<file path="config.mk">
export PLATFORM = sky130hd
export DESIGN_NAME = simd_mac_pipe
export DESIGN_NICKNAME = d
export VERILOG_FILES = /design/src/rtl/simd_mac_pkg.sv /design/src/rtl/simd_mac_lane.sv /design/src/rtl/simd_mac_pipe.sv
export SDC_FILE = /design/constraint.sdc
export NUM_CORES = 2
export LEC_CHECK = 0
export BUFFER_PORTS_ARGS = -buffer_cell sky130_fd_sc_hd__buf_2
export CORE_MARGIN = 3
export CORE_UTILIZATION = 55
export CTS_CLUSTER_SIZE = 16
export DETAILED_ROUTE_END_ITERATION = 16
export PLACE_DENSITY = 0.77
export SLEW_MARGIN = 20
export SYNTH_ARGS = -nofsm -noshare
export SYNTH_HDL_FRONTEND = slang
export SYNTH_SLANG_ARGS = --single-unit
</file>
<file path="constraint.sdc">
create_clock -name clk -period 24.4 [get_ports clk]
set_input_delay 2.44 -clock clk [delete_from_list [all_inputs] [get_ports clk]]
set_output_delay 2.44 -clock clk [all_outputs]
set_load 0.05 [all_outputs]
</file>
<file path="src/rtl/simd_mac_pkg.sv">
// simd_mac_pkg: shared types, lane geometry and saturation helpers
// for the SIMD multiply-accumulate pipeline.
`default_nettype none

package simd_mac_pkg;

  typedef enum logic [1:0] {
    OP_CLR = 2'd0,
    OP_MUL = 2'd1,
    OP_MAC = 2'd2,
    OP_SAT = 2'd3
  } op_e;

  typedef enum logic [1:0] {
    MODE_1X  = 2'd0,
    MODE_2X  = 2'd1,
    MODE_4X  = 2'd2,
    MODE_RSV = 2'd3
  } mode_e;

  localparam int NLANES_1X = 1;
  localparam int NLANES_2X = 2;
  localparam int NLANES_4X = 4;

  // Widest accumulator the saturation helpers can describe.
  localparam int MAX_W = 128;

  function automatic int lane_w(input int data_w, input int nlanes);
    return data_w / nlanes;
  endfunction

  function automatic int guard_w(input int total_guard, input int nlanes);
    return total_guard / nlanes;
  endfunction

  // Largest positive value of a w-bit signed number, i.e. 2^(w-1)-1.
  function automatic logic signed [MAX_W-1:0] sat_max(input int w);
    logic signed [MAX_W-1:0] v;
    v        = '0;
    v[w-1]   = 1'b1;
    return v - 1;
  endfunction

  // Most negative value of a w-bit signed number, i.e. -2^(w-1).
  function automatic logic signed [MAX_W-1:0] sat_min(input int w);
    logic signed [MAX_W-1:0] v;
    v        = '0;
    v[w-1]   = 1'b1;
    return -v;
  endfunction

endpackage

`default_nettype wire

</file>
<file path="src/rtl/simd_mac_lane.sv">
// simd_mac_lane: one lane's signed multiply, guarded accumulate and
// saturate, with a sticky overflow flag.
`default_nettype none

module simd_mac_lane
  import simd_mac_pkg::*;
#(
  parameter int LW = 16,
  parameter int GL = 8
) (
  input  logic                   clk,
  input  logic                   reset_n,
  input  logic                   en,
  input  logic                   clr,
  input  op_e                    op,
  input  logic [LW-1:0]          a,
  input  logic [LW-1:0]          b,
  output logic [2*LW+GL-1:0]     acc,
  output logic                   ovf
);

  localparam int ACC_W = 2*LW + GL;
  localparam logic signed [ACC_W-1:0] SAT_HI = ACC_W'(sat_max(2*LW));
  localparam logic signed [ACC_W-1:0] SAT_LO = ACC_W'(sat_min(2*LW));

  logic signed [2*LW-1:0]  a_x;
  logic signed [2*LW-1:0]  b_x;
  logic signed [2*LW-1:0]  prod;
  logic signed [ACC_W-1:0] prod_x;
  logic signed [ACC_W-1:0] base;
  logic signed [ACC_W-1:0] acc_q;
  logic                    ovf_base;

  assign a_x    = {{LW{a[LW-1]}}, a};
  assign b_x    = {{LW{b[LW-1]}}, b};
  assign prod   = a_x * b_x;
  assign prod_x = {{GL{prod[2*LW-1]}}, prod};

  // A lane entering a new lane split starts from a clean accumulator.
  always_comb begin
    base     = acc_q;
    ovf_base = ovf;
    if (clr) begin
      base     = '0;
      ovf_base = 1'b0;
    end
  end

  always_ff @(posedge clk) begin
    if (!reset_n) begin
      acc_q <= '0;
      ovf   <= 1'b0;
    end else if (en) begin
      case (op)
        OP_CLR: begin
          acc_q <= '0;
          ovf   <= 1'b0;
        end
        OP_MUL: begin
          acc_q <= prod_x;
          ovf   <= ovf_base;
        end
        OP_MAC: begin
          acc_q <= base + prod_x;
          ovf   <= ovf_base;
        end
        OP_SAT: begin
          if (base > SAT_HI) begin
            acc_q <= SAT_HI;
            ovf   <= 1'b1;
          end else if (base < SAT_LO) begin
            acc_q <= SAT_LO;
            ovf   <= 1'b1;
          end else begin
            acc_q <= base;
            ovf   <= ovf_base;
          end
        end
      endcase
    end
  end

  assign acc = acc_q;

endmodule

`default_nettype wire

</file>
<file path="src/rtl/simd_mac_pipe.sv">
// simd_mac_pipe: two-stage signed SIMD MAC with 1/2/4 lanes, guarded
// per-lane accumulators, saturation and sticky overflow flags.
`default_nettype none

module simd_mac_pipe
  import simd_mac_pkg::*;
#(
  parameter int DATA_W  = 16,
  parameter int GUARD_W = 8
) (
  input  logic                  clk,
  input  logic                  reset_n,
  input  logic                  in_valid,
  input  logic                  stall,
  input  logic [1:0]            op,
  input  logic [1:0]            mode,
  input  logic [DATA_W-1:0]     multiplier,
  input  logic [DATA_W-1:0]     multiplicand,
  output logic                  out_valid,
  output logic [2*DATA_W-1:0]   result,
  output logic [GUARD_W-1:0]    protect,
  output logic [3:0]            ovf
);

  localparam int LW0 = lane_w(DATA_W, NLANES_1X);
  localparam int LW1 = lane_w(DATA_W, NLANES_2X);
  localparam int LW2 = lane_w(DATA_W, NLANES_4X);
  localparam int GL0 = guard_w(GUARD_W, NLANES_1X);
  localparam int GL1 = guard_w(GUARD_W, NLANES_2X);
  localparam int GL2 = guard_w(GUARD_W, NLANES_4X);

  logic              s1_valid;
  op_e               s1_op;
  mode_e             s1_mode;
  logic [DATA_W-1:0] s1_a;
  logic [DATA_W-1:0] s1_b;
  mode_e             exec_mode;

  always_ff @(posedge clk) begin
    if (!reset_n) begin
      s1_valid <= 1'b0;
      s1_op    <= OP_CLR;
      s1_mode  <= MODE_1X;
      s1_a     <= '0;
      s1_b     <= '0;
    end else if (!stall) begin
      s1_valid <= in_valid;
      if (in_valid) begin
        s1_op   <= op_e'(op);
        s1_mode <= (mode == 2'd3) ? MODE_1X : mode_e'(mode);
        s1_a    <= multiplier;
        s1_b    <= multiplicand;
      end
    end
  end

  logic exec;
  logic is_clr;
  logic lane_clr;

  assign exec     = s1_valid && !stall;
  assign is_clr   = (s1_op == OP_CLR);
  assign lane_clr = is_clr || (s1_mode != exec_mode);

  always_ff @(posedge clk) begin
    if (!reset_n) begin
      out_valid <= 1'b0;
      exec_mode <= MODE_1X;
    end else if (!stall) begin
      out_valid <= s1_valid;
      if (s1_valid) exec_mode <= s1_mode;
    end
  end

  // CLR touches every lane; other ops only the lanes of their own split.
  logic en_m0, en_m1, en_m2;
  assign en_m0 = exec && (is_clr || s1_mode == MODE_1X);
  assign en_m1 = exec && (is_clr || s1_mode == MODE_2X);
  assign en_m2 = exec && (is_clr || s1_mode == MODE_4X);

  logic [2*LW0+GL0-1:0] acc_m0;
  logic                 ovf_m0;
  logic [2*DATA_W-1:0]  res_m1, res_m2;
  logic [GUARD_W-1:0]   prot_m1, prot_m2;
  logic [1:0]           ovf_m1;
  logic [3:0]           ovf_m2;

  simd_mac_lane #(.LW(LW0), .GL(GL0)) u_lane_m0 (
    .clk     (clk),
    .reset_n (reset_n),
    .en      (en_m0),
    .clr     (lane_clr),
    .op      (s1_op),
    .a       (s1_a),
    .b       (s1_b),
    .acc     (acc_m0),
    .ovf     (ovf_m0)
  );

  for (genvar i = 0; i < NLANES_2X; i++) begin : g_m1_lane
    logic [2*LW1+GL1-1:0] acc;
    simd_mac_lane #(.LW(LW1), .GL(GL1)) u_lane (
      .clk     (clk),
      .reset_n (reset_n),
      .en      (en_m1),
      .clr     (lane_clr),
      .op      (s1_op),
      .a       (s1_a[i*LW1 +: LW1]),
      .b       (s1_b[i*LW1 +: LW1]),
      .acc     (acc),
      .ovf     (ovf_m1[i])
    );
    assign res_m1[i*2*LW1 +: 2*LW1] = acc[2*LW1-1:0];
    assign prot_m1[i*GL1 +: GL1]    = acc[2*LW1+GL1-1 -: GL1];
  end

  for (genvar i = 0; i < NLANES_4X; i++) begin : g_m2_lane
    logic [2*LW2+GL2-1:0] acc;
    simd_mac_lane #(.LW(LW2), .GL(GL2)) u_lane (
      .clk     (clk),
      .reset_n (reset_n),
      .en      (en_m2),
      .clr     (lane_clr),
      .op      (s1_op),
      .a       (s1_a[i*LW2 +: LW2]),
      .b       (s1_b[i*LW2 +: LW2]),
      .acc     (acc),
      .ovf     (ovf_m2[i])
    );
    assign res_m2[i*2*LW2 +: 2*LW2] = acc[2*LW2-1:0];
    assign prot_m2[i*GL2 +: GL2]    = acc[2*LW2+GL2-1 -: GL2];
  end

  // Select is the registered split of the last executed op, so outputs
  // only change on the edge that updates the accumulators.
  always_comb begin
    result  = acc_m0[2*LW0-1:0];
    protect = acc_m0[2*LW0+GL0-1 -: GL0];
    ovf     = {3'b000, ovf_m0};
    case (exec_mode)
      MODE_2X: begin
        result  = res_m1;
        protect = prot_m1;
        ovf     = {2'b00, ovf_m1};
      end
      MODE_4X: begin
        result  = res_m2;
        protect = prot_m2;
        ovf     = ovf_m2;
      end
      default: ;
    endcase
  end

endmodule

`default_nettype wire

</file>
==> reports/summary.txt <==
==================================================================================
Cell with the largest stage delay on the worst path                   sky130_fd_sc_hd__dfxtp_1
Vias post-DR                                                                26,138
Worst Path Max Fanout                                                           18
First-pass GRT wire length                                                  138 mm
Reg2reg end                                                           u_lane_m0.acc[32]$_SDFFE_PN0P_
Library cell occupying the most area in the post-synthesis netlist    sky130_fd_sc_hd__fa_1
Worst R2R Start                                                       s1_a[7]$_SDFFE_PN0P_
Worst stage delay on the critical path                                     0.79 ns
Buffers inserted during post-CTS setup optimization                              0
Die ar.                                                                 57,300 µm²
Number of buffers and inverters on the critical path                             4
Total number of placement rows                                                  84
Share of flip-flops with an asynchronous set or reset                           0%
Top cell family by delay on the critical path                         compound AO/OA/AOI/OAI gates
H-tree depth reported by CTS                                                     4
Clock sink count                                                               167
Pre-antenna DRT Iters                                                            6
Placed insts                                                                 4,333
Top post-synthesis cells by area                                      sky130_fd_sc_hd__fa_1 (26%), sky130_fd_sc_hd__ha_1 (13%), sky130_fd_sc_hd__dfxtp_1 (11%), sky130_fd_sc_hd__inv_1 (6.8%), sky130_fd_sc_hd__a21oi_1 (5.4%)
CTS resizes                                                                      0
Synthesized netlist cell count                                               3,707
Number of placed I/O pins                                                       85
Number of flops mapped to enable cells by yosys                                  0
Leakage power of the design                                                15.6 nW
Fin nets                                                                     4,394
Number of hold violations in the final report                                    0
Uppermost metal layer occupied by signal nets                                 met4
Final setup fails                                                                0
Routed wire per std cell                                                   19.5 µm
End point of the worst hold path                                      g_m1_lane[0].u_lane.ovf$_SDFFE_PN0P_
Shortest clock period the worst path allows after layout                   9.13 ns
Worst setup EP type                                                           flop
Global-route usage over all layers                                           30.7%
WL met1                                                                    33.3 mm
Total of max-cap violations                                                      0
Maximum vdd ir drop                                                        53.6 µV
Cell area power density                                                25.9 nW/µm²
Number of buffers created by CTS                                                17
Max-slew violations                                                              0
Cell count of the worst reg-to-reg path                                         32
TritonCTS clock tree                                                          done
Number of global-route vias before repair                                   26,239
Clock transition at the registers of the reported paths                    0.08 ns
Net count of the mapped netlist                                              4,437
Syn. warnings                                                                    0
Flip-flop cell with the highest count after synthesis                 sky130_fd_sc_hd__dfxtp_1
Number of antenna violations at the first check in global routing                0
Distinct cell type count after synthesis                                        76
Final GP Congestion                                                          0.952
Area taken by multi-input logic gates                                   23,900 µm²
Pin count of the biggest net entering global routing                            84
Buffer cell driving the clock tree root                               sky130_fd_sc_hd__clkbuf_16
Area of the mapped netlist                                              29,900 µm²
Number of gates on the worst path with buffers counted                          32
Proportion of netlist area held by the largest area contributor              25.9%
Status                                                                complete, no violations
Floorplan Core Area                                                     53,200 µm²
Worst skew pair latency                                                    0.51 ns
Placed wire-length estimate after detailed placement                       65.3 mm
Hold Path Depth                                                                  2
Slew at the pin with the worst max-slew slack                              1.20 ns
Wire length on met3                                                        5.52 mm
Signed area change from the synthesized netlist to the final layout          4.72%
Number of synthesized register bits                                            167
Buffers from clock root to sink, at most                                         2
Worst-case register-to-register setup slack                               15.27 ns
Unrepaired setup endpoints after global routing                              false
Required @ worst endpoint                                                 24.80 ns
Worst EP arrival                                                           9.53 ns
Beginning of the critical path                                        s1_a[7]$_SDFFE_PN0P_
Quantity of hold-fixing buffers added after cts                                  0
1st-iter DRT viols                                                           2,366
IO buf count                                                                    84
Setup TNS                                                                     0 ns
Starting density of the core                                                 56.3%
Horizontal extent of the die                                                239 µm
Post-route DRC violation count                                                   0
Final clock skew                                                         0.0204 ns
Layout cell share with drive strength beyond 1                               4.70%
Worst Path Class, Setup                                                    reg2reg
Post-Synthesis Mean Instance Area                                         8.07 µm²
Met2 routed WL                                                             40.4 mm
Share of the clock period used by the worst path                             37.4%
Maximum clock frequency                                                    110 MHz
Total Wirelength                                                           85.0 mm
Count of antenna-violating nets left after detailed routing                      0
Critical Path Start Type                                                      flop
Die height                                                                  239 µm
Aggregate global routing overflow                                                0
Fillers                                                                      4,717
Area of all sequential standard cells                                     3340 µm²
Cell repeated most along the worst path                               sky130_fd_sc_hd__fa_1
Per-cell via count in the routed design                                       5.99
Worst hold-check path type                                                 reg2reg
Max transition margin                                                        20.0%
Non-filler cells in the finished layout                                      4,366
Proportion of synthesized chip area in sequential cells                      11.2%
Total Power Consumption                                                 0.000811 W
Hold Path Origin                                                      g_m1_lane[0].u_lane.ovf$_SDFFE_PN0P_
==================================================================================
## worst max-delay path by stage
stage	end	slack (ns)
floorplan	u_lane_m0.acc[32]$_SDFFE_PN0P_	16.25
finish	u_lane_m0.acc[32]$_SDFFE_PN0P_	15.27
global route	u_lane_m0.acc[32]$_SDFFE_PN0P_	14.72
detailed placement	u_lane_m0.acc[36]$_SDFFE_PN0P_	15.12
global placement	u_lane_m0.acc[36]$_SDFFE_PN0P_	15.31
CTS	u_lane_m0.acc[36]$_SDFFE_PN0P_	15.12
## cells in the mapped netlist (13+ instances only)
cell type and instances:
sky130_fd_sc_hd__a221oi_1 17, sky130_fd_sc_hd__or3_1 13, sky130_fd_sc_hd__xor2_1 51, sky130_fd_sc_hd__a22oi_1 69
sky130_fd_sc_hd__o21ai_0 162, sky130_fd_sc_hd__nor3_1 49, sky130_fd_sc_hd__nand3_1 29, sky130_fd_sc_hd__o21a_1 25
sky130_fd_sc_hd__nor2b_1 19, sky130_fd_sc_hd__nor2_1 224, sky130_fd_sc_hd__a222oi_1 30, sky130_fd_sc_hd__and2_1 253
sky130_fd_sc_hd__nand2b_1 35, sky130_fd_sc_hd__a21oi_1 320, sky130_fd_sc_hd__nand2_1 415, sky130_fd_sc_hd__dfxtp_1 167
sky130_fd_sc_hd__xnor2_1 139, sky130_fd_sc_hd__clkbuf_1 160, sky130_fd_sc_hd__o211ai_1 14, sky130_fd_sc_hd__a31oi_1 18
sky130_fd_sc_hd__inv_1 544, sky130_fd_sc_hd__fa_1 387, sky130_fd_sc_hd__a211oi_1 30, sky130_fd_sc_hd__a21o_1 75
sky130_fd_sc_hd__ha_1 303
## area by class of cell
| type | count | area share (%) |
|---|---|---|
| repair buffers | 109 | 1.94 |
| flip-flops and latches | 167 | 10.7 |
| clock inverters | 15 | 0.511 |
| diodes | 1 | 0.00798 |
| well taps | 688 | 2.75 |
| inverters | 545 | 6.53 |
| multi-input cells | 2824 | 76.2 |
| clock buffers | 17 | 1.36 |
## stage by stage
step                utilization, %  hold slack (ns)  area [µm²]  setup WS, ns
finish                        58.9            0.459       31300         15.27
global route                  58.9            0.483       31300         14.72
CTS                           58.9            0.459       31300         15.12
detailed placement            57.8            0.448       30700         15.12
global placement              57.8            0.439       30700         15.31
floorplan                        -            0.427       29900         16.25
## power by group
part / switching (W) / leakage, nW / internal [W]
sequential: 0.0000131 / 1.35 / 0.000275
clock: 0.000150 / 0.282 / 0.000137
combinational: 0.000152 / 14.0 / 0.0000849
## logic make-up (layout without fill, tap and decap cells)
group                      count (synthesis)  after routing  synth area share (%)
AOI/OAI and AO/OA                        863            863                  18.3
adders and majority gates                690            690                  38.5
other                                      0              1                     0
muxes                                      4              4                 0.134
DFF                                      167            167                  11.2
xor gates and xnor gates                 191            191                  5.63
and+or+nand+nor                         1076           1076                  16.9
buffers and inverters                    716            686                  9.28
## worst min-delay path, stage by stage, from the launching register on
cell	delay, ns
sky130_fd_sc_hd__dfxtp_1	0.31
sky130_fd_sc_hd__nand2_1	0.05
sky130_fd_sc_hd__a21oi_1	0.05
## registers in the layout, indices dropped and copies added, names as in the netlist
signal,flops
exec_mode,2
g_m1_lane.u_lane.acc,40
g_m1_lane.u_lane.ovf,2
g_m2_lane.u_lane.acc,40
g_m2_lane.u_lane.ovf,4
out_valid,1
s1_a,16
s1_b,16
s1_mode,2
s1_op,2
s1_valid,1
u_lane_m0.acc,40
u_lane_m0.ovf,1
## cells in the final DEF (no fill, tap or decap), types with 7 or more instances in the layout
cell type | Yosys | final
sky130_fd_sc_hd__ha_1 | 303 | 299
sky130_fd_sc_hd__nand2b_1 | 35 | 35
sky130_fd_sc_hd__nor2b_1 | 19 | 18
sky130_fd_sc_hd__dfxtp_1 | 167 | 167
sky130_fd_sc_hd__a221oi_1 | 17 | 17
sky130_fd_sc_hd__o21bai_1 | 12 | 12
sky130_fd_sc_hd__and2_1 | 253 | 253
sky130_fd_sc_hd__buf_2 | 0 | 84
sky130_fd_sc_hd__a31oi_1 | 18 | 18
sky130_fd_sc_hd__nand3_1 | 29 | 29
sky130_fd_sc_hd__a2bb2oi_1 | 7 | 7
sky130_fd_sc_hd__buf_4 | 0 | 25
sky130_fd_sc_hd__fa_1 | 387 | 387
sky130_fd_sc_hd__o221ai_1 | 9 | 9
sky130_fd_sc_hd__nor2_1 | 224 | 223
sky130_fd_sc_hd__nand2_1 | 415 | 415
sky130_fd_sc_hd__xor2_1 | 51 | 51
sky130_fd_sc_hd__a22oi_1 | 69 | 69
sky130_fd_sc_hd__nor3_1 | 49 | 48
sky130_fd_sc_hd__nand4_1 | 12 | 12
sky130_fd_sc_hd__o21a_1 | 25 | 25
sky130_fd_sc_hd__o211ai_1 | 14 | 14
sky130_fd_sc_hd__a222oi_1 | 30 | 30
sky130_fd_sc_hd__o21ai_0 | 162 | 162
sky130_fd_sc_hd__a211oi_1 | 30 | 30
sky130_fd_sc_hd__a21o_1 | 75 | 75
sky130_fd_sc_hd__a21oi_1 | 320 | 320
sky130_fd_sc_hd__xnor2_1 | 139 | 138
sky130_fd_sc_hd__inv_1 | 544 | 544
sky130_fd_sc_hd__clkbuf_16 | 0 | 17
sky130_fd_sc_hd__or3_1 | 13 | 13
## routing by layer
layer,vias to the layer above,GRT usage [%]
met5,-,0
met4,0,18.9
met3,226,3.52
met2,1056,51.0
met1,12697,38.4
li1,12159,-
Power figures use the tool's default switching activity.
